===== config.mk =====
export PLATFORM = sky130hd
export DESIGN_NAME = hazard_ctrl_flat
export DESIGN_NICKNAME = d
export VERILOG_FILES = /design/src/rtl/hazard_ctrl_if.sv /design/src/rtl/hazard_ctrl.sv /design/src/flat_wrapper.sv
export SDC_FILE = /design/constraint.sdc
export NUM_CORES = 1
export LEC_CHECK = 0
export ABC_AREA = 1
export ABC_CLOCK_PERIOD_IN_PS = 1950
export CORE_MARGIN = 2
export CORE_UTILIZATION = 36
export DETAILED_ROUTE_END_ITERATION = 6
export GPL_TIMING_DRIVEN = 1
export PLACE_DENSITY = 0.9
export SYNTH_ARGS = -nofsm -noshare
export SYNTH_HDL_FRONTEND = slang
export SYNTH_SLANG_ARGS = --single-unit

===== constraint.sdc =====
create_clock -name clk -period 1.95 [get_ports clk]
set_input_delay 0.195 -clock clk [delete_from_list [all_inputs] [get_ports clk]]
set_output_delay 0.195 -clock clk [all_outputs]
set_load 0.01 [all_outputs]

===== src/rtl/hazard_ctrl_if.sv =====
// IF/ID hazard-control signal bundle: ID/EX hazard inputs in, pipeline sequencing outputs out.
// master drives the ID/EX status side; slave is the hazard controller.
interface hazard_ctrl_if;
  logic [4:0]  id_rs_i;
  logic [4:0]  id_rt_i;
  logic        id_uses_rt_i;
  logic        id_is_branch_i;
  logic        ex_memread_i;
  logic        ex_regwrite_i;
  logic [4:0]  ex_rd_i;
  logic        branch_taken_i;
  logic        jump_i;
  logic        mem_busy_i;
  logic        pc_write_o;
  logic        ifid_hold_o;
  logic        ifid_flush1_o;
  logic        ifid_flush2_o;
  logic        idex_bubble_o;
  logic        freeze_o;
  logic        stall_err_o;
  logic [31:0] stall_cycles_o;
  logic [31:0] flush_count_o;

  modport master (
    output id_rs_i, id_rt_i, id_uses_rt_i, id_is_branch_i, ex_memread_i, ex_regwrite_i,
           ex_rd_i, branch_taken_i, jump_i, mem_busy_i,
    input  pc_write_o, ifid_hold_o, ifid_flush1_o, ifid_flush2_o, idex_bubble_o, freeze_o,
           stall_err_o, stall_cycles_o, flush_count_o
  );

  modport slave (
    input  id_rs_i, id_rt_i, id_uses_rt_i, id_is_branch_i, ex_memread_i, ex_regwrite_i,
           ex_rd_i, branch_taken_i, jump_i, mem_busy_i,
    output pc_write_o, ifid_hold_o, ifid_flush1_o, ifid_flush2_o, idex_bubble_o, freeze_o,
           stall_err_o, stall_cycles_o, flush_count_o
  );
endinterface


===== src/rtl/hazard_ctrl.sv =====
// IF/ID hazard controller: load-use / branch-operand stalls, memory-wait freeze with timeout.
// Define HAZARD_PERF_CNT_EN to build the stall-cycle and flush performance counters.
module hazard_ctrl #(
  parameter int unsigned MEM_TIMEOUT = 64
) (
  input logic         clk,
  input logic         rst,
  hazard_ctrl_if.slave bus
);

  typedef enum logic [1:0] {StRun, StStall, StMemWait} state_e;

  state_e     state_q, state_d;
  logic [1:0] stall_cnt_q, stall_cnt_d;
  logic [7:0] wait_cnt_q, wait_cnt_d;
  logic       err_q, err_now;

  logic match_rs, match_rt, match_any, haz, haz_two, in_stall;
  logic pc_write, hold, flush1, flush2, bubble, freeze;

  always_comb begin
    match_rs  = (bus.id_rs_i != 5'd0) && (bus.id_rs_i == bus.ex_rd_i) && bus.ex_regwrite_i;
    match_rt  = bus.id_uses_rt_i && (bus.id_rt_i != 5'd0) && (bus.id_rt_i == bus.ex_rd_i) &&
                bus.ex_regwrite_i;
    match_any = match_rs || match_rt;
    haz       = match_any && (bus.ex_memread_i || bus.id_is_branch_i);
    haz_two   = match_any && bus.ex_memread_i && bus.id_is_branch_i;
    // A retained stall resumes in the very cycle the memory wait ends
    in_stall  = (state_q == StStall) || ((state_q == StMemWait) && (stall_cnt_q != 2'd0));
  end

  always_comb begin
    state_d     = state_q;
    stall_cnt_d = stall_cnt_q;
    wait_cnt_d  = 8'd0;
    pc_write    = 1'b0;
    hold        = 1'b0;
    flush1      = 1'b0;
    flush2      = 1'b0;
    bubble      = 1'b0;
    freeze      = 1'b0;
    if (bus.mem_busy_i) begin
      freeze  = 1'b1;
      hold    = 1'b1;
      state_d = StMemWait;
      if (state_q == StMemWait) begin
        wait_cnt_d = (wait_cnt_q == 8'hff) ? 8'hff : wait_cnt_q + 8'd1;
      end else begin
        wait_cnt_d = 8'd1;
      end
    end else if (in_stall) begin
      hold        = 1'b1;
      bubble      = 1'b1;
      stall_cnt_d = stall_cnt_q - 2'd1;
      state_d     = (stall_cnt_d == 2'd0) ? StRun : StStall;
    end else if (haz) begin
      hold   = 1'b1;
      bubble = 1'b1;
      if (haz_two) begin
        stall_cnt_d = 2'd1;
        state_d     = StStall;
      end else begin
        state_d = StRun;
      end
    end else begin
      pc_write = 1'b1;
      state_d  = StRun;
      if (bus.jump_i) begin
        flush2 = 1'b1;
      end else if (bus.branch_taken_i) begin
        flush1 = 1'b1;
      end
    end
    // wait_cnt_d counts busy cycles including the current one
    err_now = bus.mem_busy_i && (32'(wait_cnt_d) >= MEM_TIMEOUT);
  end

  always_ff @(posedge clk or posedge rst) begin
    if (rst) begin
      state_q     <= StRun;
      stall_cnt_q <= 2'd0;
      wait_cnt_q  <= 8'd0;
      err_q       <= 1'b0;
    end else begin
      state_q     <= state_d;
      stall_cnt_q <= stall_cnt_d;
      wait_cnt_q  <= wait_cnt_d;
      err_q       <= err_q | err_now;
    end
  end

  assign bus.pc_write_o    = pc_write & ~rst;
  assign bus.ifid_hold_o   = hold & ~rst;
  assign bus.ifid_flush1_o = flush1 & ~rst;
  assign bus.ifid_flush2_o = flush2 & ~rst;
  assign bus.idex_bubble_o = bubble & ~rst;
  assign bus.freeze_o      = freeze & ~rst;
  assign bus.stall_err_o   = (err_q | err_now) & ~rst;

`ifdef HAZARD_PERF_CNT_EN
  logic [31:0] stall_cycles_q, flush_count_q;

  always_ff @(posedge clk or posedge rst) begin
    if (rst) begin
      stall_cycles_q <= 32'd0;
      flush_count_q  <= 32'd0;
    end else begin
      if (!pc_write) begin
        stall_cycles_q <= stall_cycles_q + 32'd1;
      end
      if (flush1 || flush2) begin
        flush_count_q <= flush_count_q + 32'd1;
      end
    end
  end

  assign bus.stall_cycles_o = stall_cycles_q;
  assign bus.flush_count_o  = flush_count_q;
`else
  assign bus.stall_cycles_o = 32'd0;
  assign bus.flush_count_o  = 32'd0;
`endif

endmodule


===== src/flat_wrapper.sv =====
// flat-port wrapper written by rule: the top's interface ports become plain ports
module hazard_ctrl_flat 
#(
  parameter int unsigned MEM_TIMEOUT = 64
)
  (clk, rst, bus_id_rs_i, bus_id_rt_i, bus_id_uses_rt_i, bus_id_is_branch_i, bus_ex_memread_i, bus_ex_regwrite_i, bus_ex_rd_i, bus_branch_taken_i, bus_jump_i, bus_mem_busy_i, bus_pc_write_o, bus_ifid_hold_o, bus_ifid_flush1_o, bus_ifid_flush2_o, bus_idex_bubble_o, bus_freeze_o, bus_stall_err_o, bus_stall_cycles_o, bus_flush_count_o);
  hazard_ctrl_if bus_i ();
  input logic clk;
  input logic rst;
  input wire logic [$bits(bus_i.id_rs_i)-1:0] bus_id_rs_i;
  input wire logic [$bits(bus_i.id_rt_i)-1:0] bus_id_rt_i;
  input wire logic [$bits(bus_i.id_uses_rt_i)-1:0] bus_id_uses_rt_i;
  input wire logic [$bits(bus_i.id_is_branch_i)-1:0] bus_id_is_branch_i;
  input wire logic [$bits(bus_i.ex_memread_i)-1:0] bus_ex_memread_i;
  input wire logic [$bits(bus_i.ex_regwrite_i)-1:0] bus_ex_regwrite_i;
  input wire logic [$bits(bus_i.ex_rd_i)-1:0] bus_ex_rd_i;
  input wire logic [$bits(bus_i.branch_taken_i)-1:0] bus_branch_taken_i;
  input wire logic [$bits(bus_i.jump_i)-1:0] bus_jump_i;
  input wire logic [$bits(bus_i.mem_busy_i)-1:0] bus_mem_busy_i;
  output wire logic [$bits(bus_i.pc_write_o)-1:0] bus_pc_write_o;
  output wire logic [$bits(bus_i.ifid_hold_o)-1:0] bus_ifid_hold_o;
  output wire logic [$bits(bus_i.ifid_flush1_o)-1:0] bus_ifid_flush1_o;
  output wire logic [$bits(bus_i.ifid_flush2_o)-1:0] bus_ifid_flush2_o;
  output wire logic [$bits(bus_i.idex_bubble_o)-1:0] bus_idex_bubble_o;
  output wire logic [$bits(bus_i.freeze_o)-1:0] bus_freeze_o;
  output wire logic [$bits(bus_i.stall_err_o)-1:0] bus_stall_err_o;
  output wire logic [$bits(bus_i.stall_cycles_o)-1:0] bus_stall_cycles_o;
  output wire logic [$bits(bus_i.flush_count_o)-1:0] bus_flush_count_o;
  assign bus_i.id_rs_i = bus_id_rs_i;
  assign bus_i.id_rt_i = bus_id_rt_i;
  assign bus_i.id_uses_rt_i = bus_id_uses_rt_i;
  assign bus_i.id_is_branch_i = bus_id_is_branch_i;
  assign bus_i.ex_memread_i = bus_ex_memread_i;
  assign bus_i.ex_regwrite_i = bus_ex_regwrite_i;
  assign bus_i.ex_rd_i = bus_ex_rd_i;
  assign bus_i.branch_taken_i = bus_branch_taken_i;
  assign bus_i.jump_i = bus_jump_i;
  assign bus_i.mem_busy_i = bus_mem_busy_i;
  assign bus_pc_write_o = bus_i.pc_write_o;
  assign bus_ifid_hold_o = bus_i.ifid_hold_o;
  assign bus_ifid_flush1_o = bus_i.ifid_flush1_o;
  assign bus_ifid_flush2_o = bus_i.ifid_flush2_o;
  assign bus_idex_bubble_o = bus_i.idex_bubble_o;
  assign bus_freeze_o = bus_i.freeze_o;
  assign bus_stall_err_o = bus_i.stall_err_o;
  assign bus_stall_cycles_o = bus_i.stall_cycles_o;
  assign bus_flush_count_o = bus_i.flush_count_o;
  hazard_ctrl #(.MEM_TIMEOUT(MEM_TIMEOUT)) u_core (.clk(clk), .rst(rst), .bus(bus_i));
endmodule

# Word level (Yosys, flattened, before mapping)

Cells that the tools add are included.

Add/subtract/negate cells: 2
$lt $le $gt $ge: 1
Equal/unequal tests: 5
Mux-type cells: 28
Bitwise gates (word level): 10
Reduce and logical (&&, ||, !) cells: 20

Operators with widths:

| cell                  | count |
|---|---|
| $mux W8               | 3 |
| $mux W1               | 20 |
| $eq A5 B5 Y1          | 2 |
| $logic_and A1 B1 Y1   | 10 |
| $mux W2               | 5 |
| $reduce_bool A5 Y1    | 2 |
| $add A8 B1 Y8 const B | 1 |
| $eq A8 B8 Y1 const B  | 1 |
| $ge A8 B7 Y1 const B  | 1 |
| $and A1 B1 Y1         | 7 |
| $reduce_bool A2 Y1    | 3 |
| $logic_or A1 B1 Y1    | 3 |
| $reduce_and A3 Y1     | 1 |
| $eq A2 B1 Y1 const B  | 1 |
| $eq A2 B2 Y1 const B  | 1 |
| $logic_not A2 Y1      | 1 |
| $not A1 Y1            | 2 |
| $sub A2 B1 Y2 const B | 1 |
| $or A1 B1 Y1          | 1 |

Flip-flop bits (word level): 13
Bits of input ports: 24
Output and inout port bits: 71
Word-level logic and storage cells: 70

# Depth between registers and ports, before layout

Gate-level depths: netlist of run 1.

Depth in word-level cells: 11
Depth in mapped cells: 12
Depth with buffers taken out: 12

# Least setup slack after synthesis of run 1

Ideal clock, no wire load.

Path type: flip-flop to output port
Start: register u_core.wait_cnt_q[0]
End: output port bus_stall_err_o
Data arrival time: 1.289 ns
Required time: 1.755 ns
Path slack: 0.466 ns
Cell stages (with the launch flop): 10
Path buffers: 0
Cells stage by stage: dfrtp_1 ha_1 nand3_2 nor2_2 nand2_2 nor2_4 nand2_4 nand3_2 nand2_2 a31oi_2

Cells in the longest elaborated chain, start to end: 8
Elaborated cells between the ends (all ways): 9
Classes of those cells: 1 x add/sub; 1 x order compare; 1 x eq/ne; 3 x mux; 2 x bitwise; 1 x reduce/logical

RTL lines:

| item                                                 | line               | RTL |
|---|---|---|
| start, declared                                      | hazard_ctrl.sv:15  | `logic [7:0] wait_cnt_q, wait_cnt_d;` |
| start signal, assigned                               | hazard_ctrl.sv:87  | `wait_cnt_q <= wait_cnt_d;` |
| $add A8 B1 Y8 / $eq A8 B8 Y1 (equally long branches) | hazard_ctrl.sv:47  | `wait_cnt_d = (wait_cnt_q == 8'hff) ? 8'hff : wait_cnt_q + 8'd1;` |
| $mux W8 (*)                                          | hazard_ctrl.sv:47  |  |
| $mux W8 (*)                                          | hazard_ctrl.sv:46  | `if (state_q == StMemWait) begin` |
| $mux W8 (*)                                          | hazard_ctrl.sv:42  | `if (bus.mem_busy_i) begin` |
| $ge A8 B7 Y1 (*)                                     | hazard_ctrl.sv:75  | `err_now = bus.mem_busy_i && (32'(wait_cnt_d) >= MEM_TIMEOUT);` |
| $logic_and A1 B1 Y1 (*)                              | hazard_ctrl.sv:75  |  |
| $or A1 B1 Y1 (*)                                     | hazard_ctrl.sv:98  | `assign bus.stall_err_o = (err_q \| err_now) & ~rst;` |
| $and A1 B1 Y1 (*)                                    | hazard_ctrl.sv:98  |  |
| end, declared                                        | flat_wrapper.sv:26 | `output wire logic [$bits(bus_i.stall_err_o)-1:0] bus_stall_err_o;` |

Every way passes the cells marked *; elsewhere a longest branch is shown, timed or not.

# Final worst setup path of run 1

Start: input port bus_id_rs_i[0]
End: output port bus_ifid_flush2_o

Cells in the longest elaborated chain, start to end: 9
Elaborated cells between the ends (all ways): 10
Classes of those cells: 1 x eq/ne; 3 x mux; 1 x bitwise; 5 x reduce/logical

RTL lines:

| item                                                      | line               | RTL |
|---|---|---|
| start, declared                                           | flat_wrapper.sv:10 | `input wire logic [$bits(bus_i.id_rs_i)-1:0] bus_id_rs_i;` |
| $eq A5 B5 Y1 / $reduce_bool A5 Y1 (equally long branches) | hazard_ctrl.sv:22  | `match_rs = (bus.id_rs_i != 5'd0) && (bus.id_rs_i == bus.ex_rd_i) && bus.ex_regwrite_i;` |
| $logic_and A1 B1 Y1 (*) (2 in a row)                      | hazard_ctrl.sv:22  |  |
| $logic_or A1 B1 Y1 (*)                                    | hazard_ctrl.sv:25  | `match_any = match_rs \|\| match_rt;` |
| $logic_and A1 B1 Y1 (*)                                   | hazard_ctrl.sv:26  | `haz = match_any && (bus.ex_memread_i \|\| bus.id_is_branch_i);` |
| $mux W1 (*)                                               | hazard_ctrl.sv:56  | `end else if (haz) begin` |
| $mux W1 (*)                                               | hazard_ctrl.sv:51  | `end else if (in_stall) begin` |
| $mux W1 (*)                                               | hazard_ctrl.sv:42  |  |
| $and A1 B1 Y1 (*)                                         | hazard_ctrl.sv:95  | `assign bus.ifid_flush2_o = flush2 & ~rst;` |
| end, declared                                             | flat_wrapper.sv:23 | `output wire logic [$bits(bus_i.ifid_flush2_o)-1:0] bus_ifid_flush2_o;` |

Marks and branches as above.

==> qor.txt, run 1 <==
hpwl dp - 2210 um
DR DRC count - 0
Tightest Hold Check Type - input pin to asynchronous set/reset pin
gr usage total - 11.5%
Yosys top cell area share - 33.4%
final worst-path cycle share - 95.8%
RSZ-0062 raised after global routing - true
first-pass GRT wire length - 3950 um
vias in the first global route - 980
sequential element share of the synthesized area - 22.6%
post-synthesis mux area share - 0%
Synth Area in Compound Gates - 4.78%
Yosys cell types - 24
yosys warns - 0
Routed WL - 2600 um
PwrDens - 546 nW/um2
largest net degree at the start of global routing - 12
die height - 67.2 um
clk buf depth - 2
row count - 22
clock root cell - clkbuf_8
clock slew at reported path FFs - 0.05 ns
H-tree depth - 1
maxcap violations - 0
synthesized area - 1440 um2
gr ovfl total - 0
# IOs - 95
worst ir drop on vdd - 0.000317 V
nets - 281
Die ar. - 4520 um2
Crit Path Max Fanout - 2
status - completed
Final ANT Viol Nets - 0
Layout area overhead - 19.1%
Vias/cell - 3.85
DR vias - 1158
DIE WIDTH - 67.2 um
synthesized flop and latch total - 13
# fillers - 384
static leakage - 1.01 nW
Crit path required time - 1.75 ns
post-synthesis cell count - 204
post-route minimum period - 1.87 ns
number of DRC markers in iteration 0 - 17
Final setup viols - 0
TritonCTS clock tree - yes
Final Wtd Congestion - 0.910
Hold Vio Cnt, Final - 0
Post-Synth Adder-Cell Area - 2.61%
layout cells sized above 1 - 15.8%
simple-gate share of the synthesized area - 24.9%
initial antenna violation count - 0
CTS sink count - 13
CP Launch Type - input pin
final slew viol count - 0
Clk Latency, worst-skew pair - 0.24 ns
synthesized area per cell - 7.05 um2
Layout Cell Area excl Fill - 1710 um2
top post-synthesis cells by area - buf_4 (33%), dfrtp_1 (23%), nand2_1 (8.6%)
Inserted Clock Buffers - 3
drt pass-1 iters - 4
Routed wire per std cell - 8.64 um
DP Area - 1660 um2
Post-Synth XOR/XNOR Area - 3.65%
Achievable Freq - 536 MHz
I/O Buffers - 30
Diodes inserted - 0
Crit. End Element - primary output
Hold-fix buffers, CTS - 0
Setup Crit Path Kind - input pin to primary output
main combinational cell family by area after synthesis - buffers and inverters
cell taking the most area after synthesis - buf_4
Core Region - 3740 um2
initial core utilization - 38.4%
CP arrival - 1.67 ns
Worst Hold Slack - 0.183 ns
clock skew - 0.00392 ns
==> area by class of cell <==
cell class	instances	area [um2]	share of cell area, %
tap	48	60.1	3.50
sequential	13	325	19.0
inverter	30	113	6.57
clock buffer	4	45.0	2.63
multi-input combinational	160	774	45.2
timing repair buffer	46	397	23.1
==> path summary, 6_finish.rpt <==
| kind | slack [ns] | start | end | cells past startpoint |
|---|---|---|---|---|
| min in group clk | 0.48 | u_core.err_q | u_core.err_q | 2 |
| setup / recovery | 0.08 | bus_id_rs_i[0] | bus_ifid_flush2_o | 10 |
| setup reg to reg | 0.44 | u_core.stall_cnt_q[1] | u_core.stall_cnt_q[1] | 10 |
| hold reg to reg | 0.48 | u_core.err_q | u_core.err_q | 2 |
| max in group asynchronous | 1.38 | rst | u_core.wait_cnt_q[4] | 3 |
| hold / removal | 0.18 | rst | u_core.err_q | 2 |
==> power breakdown <==
part	internal (mW)	total, mW	switching [mW]
Sequential	0.297	0.310	0.0128
Combinational	0.165	0.390	0.225
Clock	0.144	0.236	0.0919
Total	0.607	0.937	0.330
==> per-layer routing <==
| layer | up-vias | global-route usage, % | share of wire (%) |
|---|---|---|---|
| met5 | - | 0 | 0 |
| met4 | 0 | 6.38 | 1.5 |
| met3 | 5 | 2.67 | 6.5 |
| met2 | 45 | 20.9 | 57 |
| met1 | 515 | 12.3 | 35 |
| li1 | 593 | - | - |
==> Yosys cell counts <==
cell type  number
buf_4          64
nand2_1        33
inv_1          30
nor2_1         17
dfrtp_1        13
nand3_1        11
xor2_1          6
o21ai_0         4
a21oi_1         3
ha_1            3
nand4_1         3
a31oi_1         2
nand2_2         2
nand3_2         2
or2_2           2
a31oi_2         1
a41oi_1         1
conb_1          1
nand2_4         1
nor2_2          1
nor2_4          1
nor3_2          1
or2_0           1
or2_1           1
==> state kept, by name (all words and copies together) (netlist names) <==
register	flops
u_core.wait_cnt_q	8
u_core.stall_cnt_q	2
u_core.err_q	1
u_core.state_q	2
==> per-stage QoR <==
step | worst slack, ns | setup TNS [ns] | instances | utilization (%) | total power [mW]
2_1_floorplan | 0.466 | 0 | 267 | - | 0.625
3_3_place_gp | -0.302 | -1.36 | 295 | 44.4 | 0.695
3_5_place_dp | -0.310 | -1.45 | 295 | 44.4 | 0.705
4_1_cts | -0.0778 | -0.0778 | 300 | 45.4 | 0.939
5_1_grt | -0.0172 | -0.0355 | 301 | 45.8 | 1.02
6_report | 0.0826 | 0 | 301 | 45.8 | 0.937
==> worst max-delay path, cell delays in order <==
cell	delay [ns]
clkdlybuf4s50_1	0.50
xor2_1	0.15
nor2_1	0.06
nand3_1	0.10
nand2_2	0.08
nand3_2	0.07
nand4_1	0.15
buf_4	0.18
nor2_1	0.08
buf_2	0.13
==> layout by cell type, fill, tap and decap left out <==
master and count:
buf_4 16, nor2_4 1, nand2_4 1, a31oi_1 2, nand4_1 3, ha_2 1, inv_1 30, a31oi_2 1
nor3_2 1, o21ai_0 2, nor2_2 1, o21ai_2 1, nand3_1 10, a41oi_1 1, or2_0 1, conb_1 64
a21oi_2 1, dfrtp_1 13, o21ai_1 1, nand3_2 3, nand2_2 3, buf_2 3, clkbuf_8 3, or2_1 1
nand2_1 32, or2_2 2, nor2_1 17, xor2_1 6, clkdlybuf4s15_1 1, a21oi_1 2, dlymetal6s2s_1 3, clkdlybuf4s50_1 16
ha_1 2, dlygate4sd2_1 5, clkbuf_2 2, clkbuf_1 1
==> cell families (layout without fill, tap and decap cells) <==
logic type,after synthesis,count (layout)
xor+xnor,6,6
buf+inv,94,80
other cells,1,64
flops,13,13
simple gates,76,76
compound gates,11,11
fa+ha+maj,3,3
==> timing repair <==
action	in CTS	in global routing
resized for setup	17	18
endpoints found under the setup margin	6	6
pin swaps	1	2
setup buffers	1	1
No activity file was read; power rests on OpenSTA's default activity.
==> run 2, diff against run 1 <==
--- a/config.mk
+++ b/config.mk
@@ -6,11 +6,11 @@
 export NUM_CORES = 1
 export LEC_CHECK = 0
 export ABC_AREA = 1
-export ABC_CLOCK_PERIOD_IN_PS = 1950
+export ABC_CLOCK_PERIOD_IN_PS = 1800
 export CORE_MARGIN = 2
 export CORE_UTILIZATION = 36
 export DETAILED_ROUTE_END_ITERATION = 6
-export GPL_TIMING_DRIVEN = 1
+export GPL_TIMING_DRIVEN = 0
 export PLACE_DENSITY = 0.9
 export SYNTH_ARGS = -nofsm -noshare
 export SYNTH_HDL_FRONTEND = slang
==> constraint.sdc (replaced) <==
create_clock -name clk -period 1.8 [get_ports clk]
set_input_delay 0.18 -clock clk [delete_from_list [all_inputs] [get_ports clk]]
set_output_delay 0.18 -clock clk [all_outputs]
set_load 0.01 [all_outputs]
==> qor.txt, run 2 (synthesis gave the netlist of run 1 again) <==
RSZ-0062 raised after global routing - true (unchanged)
Routed WL - 3250 um (was 2600 um)
Die ar. - 4520 um2 (unchanged)
static leakage - 1.36 nW (was 1.01 nW)
Largest Register - u_core.wait_cnt_q (unchanged)
Hold Vio Cnt, Final - 0 (unchanged)
Hold-fix buffers, CTS - 0 (unchanged)
worst ir drop on vdd - 0.000563 V (was 0.000317 V)
vias in the first global route - 1127 (was 980)
Crit Path Max Fanout - 3 (was 2)
met1 global-route usage - 14.5% (was 12.3%)
Achievable Freq - 535 MHz
gr usage total - 13.9% (was 11.5%)
hpwl dp - 2540 um (was 2210 um)
status - complete, but fails checks (was completed)
gr ovfl total - 0 (unchanged)
commonest non-fill, non-tap cells in the layout - buf_4 (81), conb_1 (64), nand2_1 (32) (was conb_1 (64), nand2_1 (32), inv_1 (30))
Final Worst Setup Slack - -0.0697 ns (was 0.0826 ns)
DIE WIDTH - 67.2 um (unchanged)
Vias/cell - 3.65 (was 3.85)
Final Wtd Congestion - 0.752 (was 0.910)
Routed wire per std cell - 8.89 um (was 8.64 um)
die height - 67.2 um (unchanged)
nets - 346 (was 281)
# IOs - 95 (unchanged)
Final ANT Viol Nets - 0 (unchanged)
DR DRC count - 0 (unchanged)
final worst-path cycle share - 104%
number of DRC markers in iteration 0 - 23 (was 17)
initial core utilization - 38.4% (unchanged)
H-tree depth - 1 (unchanged)
Finished Core Util - 59.4% (was 45.8%)
clock slew at reported path FFs - 0.06 ns (was 0.05 ns)
Largest regs - u_core.wait_cnt_q x8, u_core.stall_cnt_q x2, u_core.state_q x2 (unchanged)
Worst Hold Slack - 0.426 ns (was 0.183 ns)
final setup TNS - -0.0763 ns (was 0 ns)
Crit. End Element - primary output (unchanged)
drt pass-1 iters - 4 (unchanged)
row count - 22 (unchanged)
post-route minimum period - 1.87 ns
Tightest Hold Check Type - input pin to asynchronous set/reset pin (unchanged)
met2 global-route usage - 27.5% (was 20.9%)
Setup Crit Path Kind - register to primary output (was input pin to primary output)
commonest non-fill, non-tap cell in the layout - buf_4 (was conb_1)
CP Launch Type - register (was input pin)
PwrDens - 533 nW/um2 (was 546 nW/um2)
first-pass GRT wire length - 4800 um (was 3950 um)
CTS sink count - 13 (unchanged)
TritonCTS clock tree - yes (unchanged)
CP arrival - 1.69 ns (was 1.67 ns)
pre-CTS WS - -0.536 ns (was -0.310 ns)
Clk Latency, worst-skew pair - 0.25 ns (was 0.24 ns)
DR vias - 1336 (was 1158)
maxcap violations - 0 (unchanged)
final slew viol count - 0 (unchanged)
clk buf depth - 2 (unchanged)
clock skew - 0.00180 ns (was 0.00392 ns)
failing checks - negative setup slack
GR Layer Usage met3 - 3.50% (was 2.67%)
I/O Buffers - 30 (unchanged)
largest net degree at the start of global routing - 10 (was 12)
global route hottest layer - met2 (unchanged)
Layout area overhead - 54.4% (was 19.1%)
layout cells sized above 1 - 35.5% (was 15.8%)
Core Region - 3740 um2 (unchanged)
Final setup viols - 2 (was 0)
max reg flops - 8 (unchanged)
Inserted Clock Buffers - 3 (unchanged)
Power, Total - 1.19 mW (was 937 uW)
Crit path required time - 1.62 ns (was 1.75 ns)
initial antenna violation count - 0 (unchanged)
Diodes inserted - 0 (unchanged)
clock root cell - clkbuf_8 (unchanged)
## run 2: cell types whose count changed in the layout (fill, tap and decap cells not counted), sizes merged
cell / before / now
buf: 19 / 87
dlygate4sd2: 5 / 14
clkdlybuf4s50: 16 / 10
dlymetal6s2s: 3 / 0
clkbuf: 6 / 4
clkdlybuf4s15: 1 / 0
clkinvlp: 0 / 1
inv: 30 / 29
## run 2: timing repair
action	4_1_cts	5_1_grt
endpoints found under the setup margin	6	6
gates cloned	0	0
pin swaps	14	8
buffers inserted	13	4
resized for setup	48	10
## run 2: critical path, cell delays in order (launching register included)
cell and delay (ns):
dfrtp_1 0.37, ha_2 0.20, nand3_2 0.09, nor2_2 0.10, nand2_2 0.07, nor2_4 0.12
nand2_4 0.06, nand3_2 0.08, nand2_2 0.07, a31oi_2 0.12, buf_2 0.15
## run 2: per-stage QoR
stage               cells  area, um2
finish                366       2220
global route          366       2220
CTS                   362       2150
global placement      345       2040
detailed placement    345       2040
floorplan             267       1680
## run 2: worst paths after layout
check                                       from                    end  slack, ns  depth (start not counted)
max in group asynchronous                    rst  u_core.stall_cnt_q[1]       1.20                          4
max                         u_core.wait_cnt_q[0]        bus_stall_err_o      -0.07                         10
min in group clk                  bus_mem_busy_i      u_core.state_q[1]       0.46                          1
min reg2reg                         u_core.err_q           u_core.err_q       0.48                          2
max reg2reg                u_core.stall_cnt_q[1]  u_core.stall_cnt_q[0]       0.29                         10
min                                          rst   u_core.wait_cnt_q[6]       0.43                          3
## run 2: final cells by class
type / instances / area, um2
clock buffers: 4 / 45.0
flip-flops and latches: 13 / 325
fillers: 350 / 1520
well taps: 48 / 60.1
repair buffers: 47 / 393
inverters: 30 / 116
multi-input cells: 160 / 802
plain buffers: 64 / 480
## run 2: power breakdown
group / internal [mW] / switching [mW]
Sequential: 0.322 / 0.0162
Combinational: 0.293 / 0.287
Clock: 0.157 / 0.110
Total: 0.772 / 0.413
## run 2: per-layer routing
layer,wire length (um),up-vias
li1,-,724
met1,1190,568
met2,1840,42
met3,201,2
met4,14,0
met5,0,-
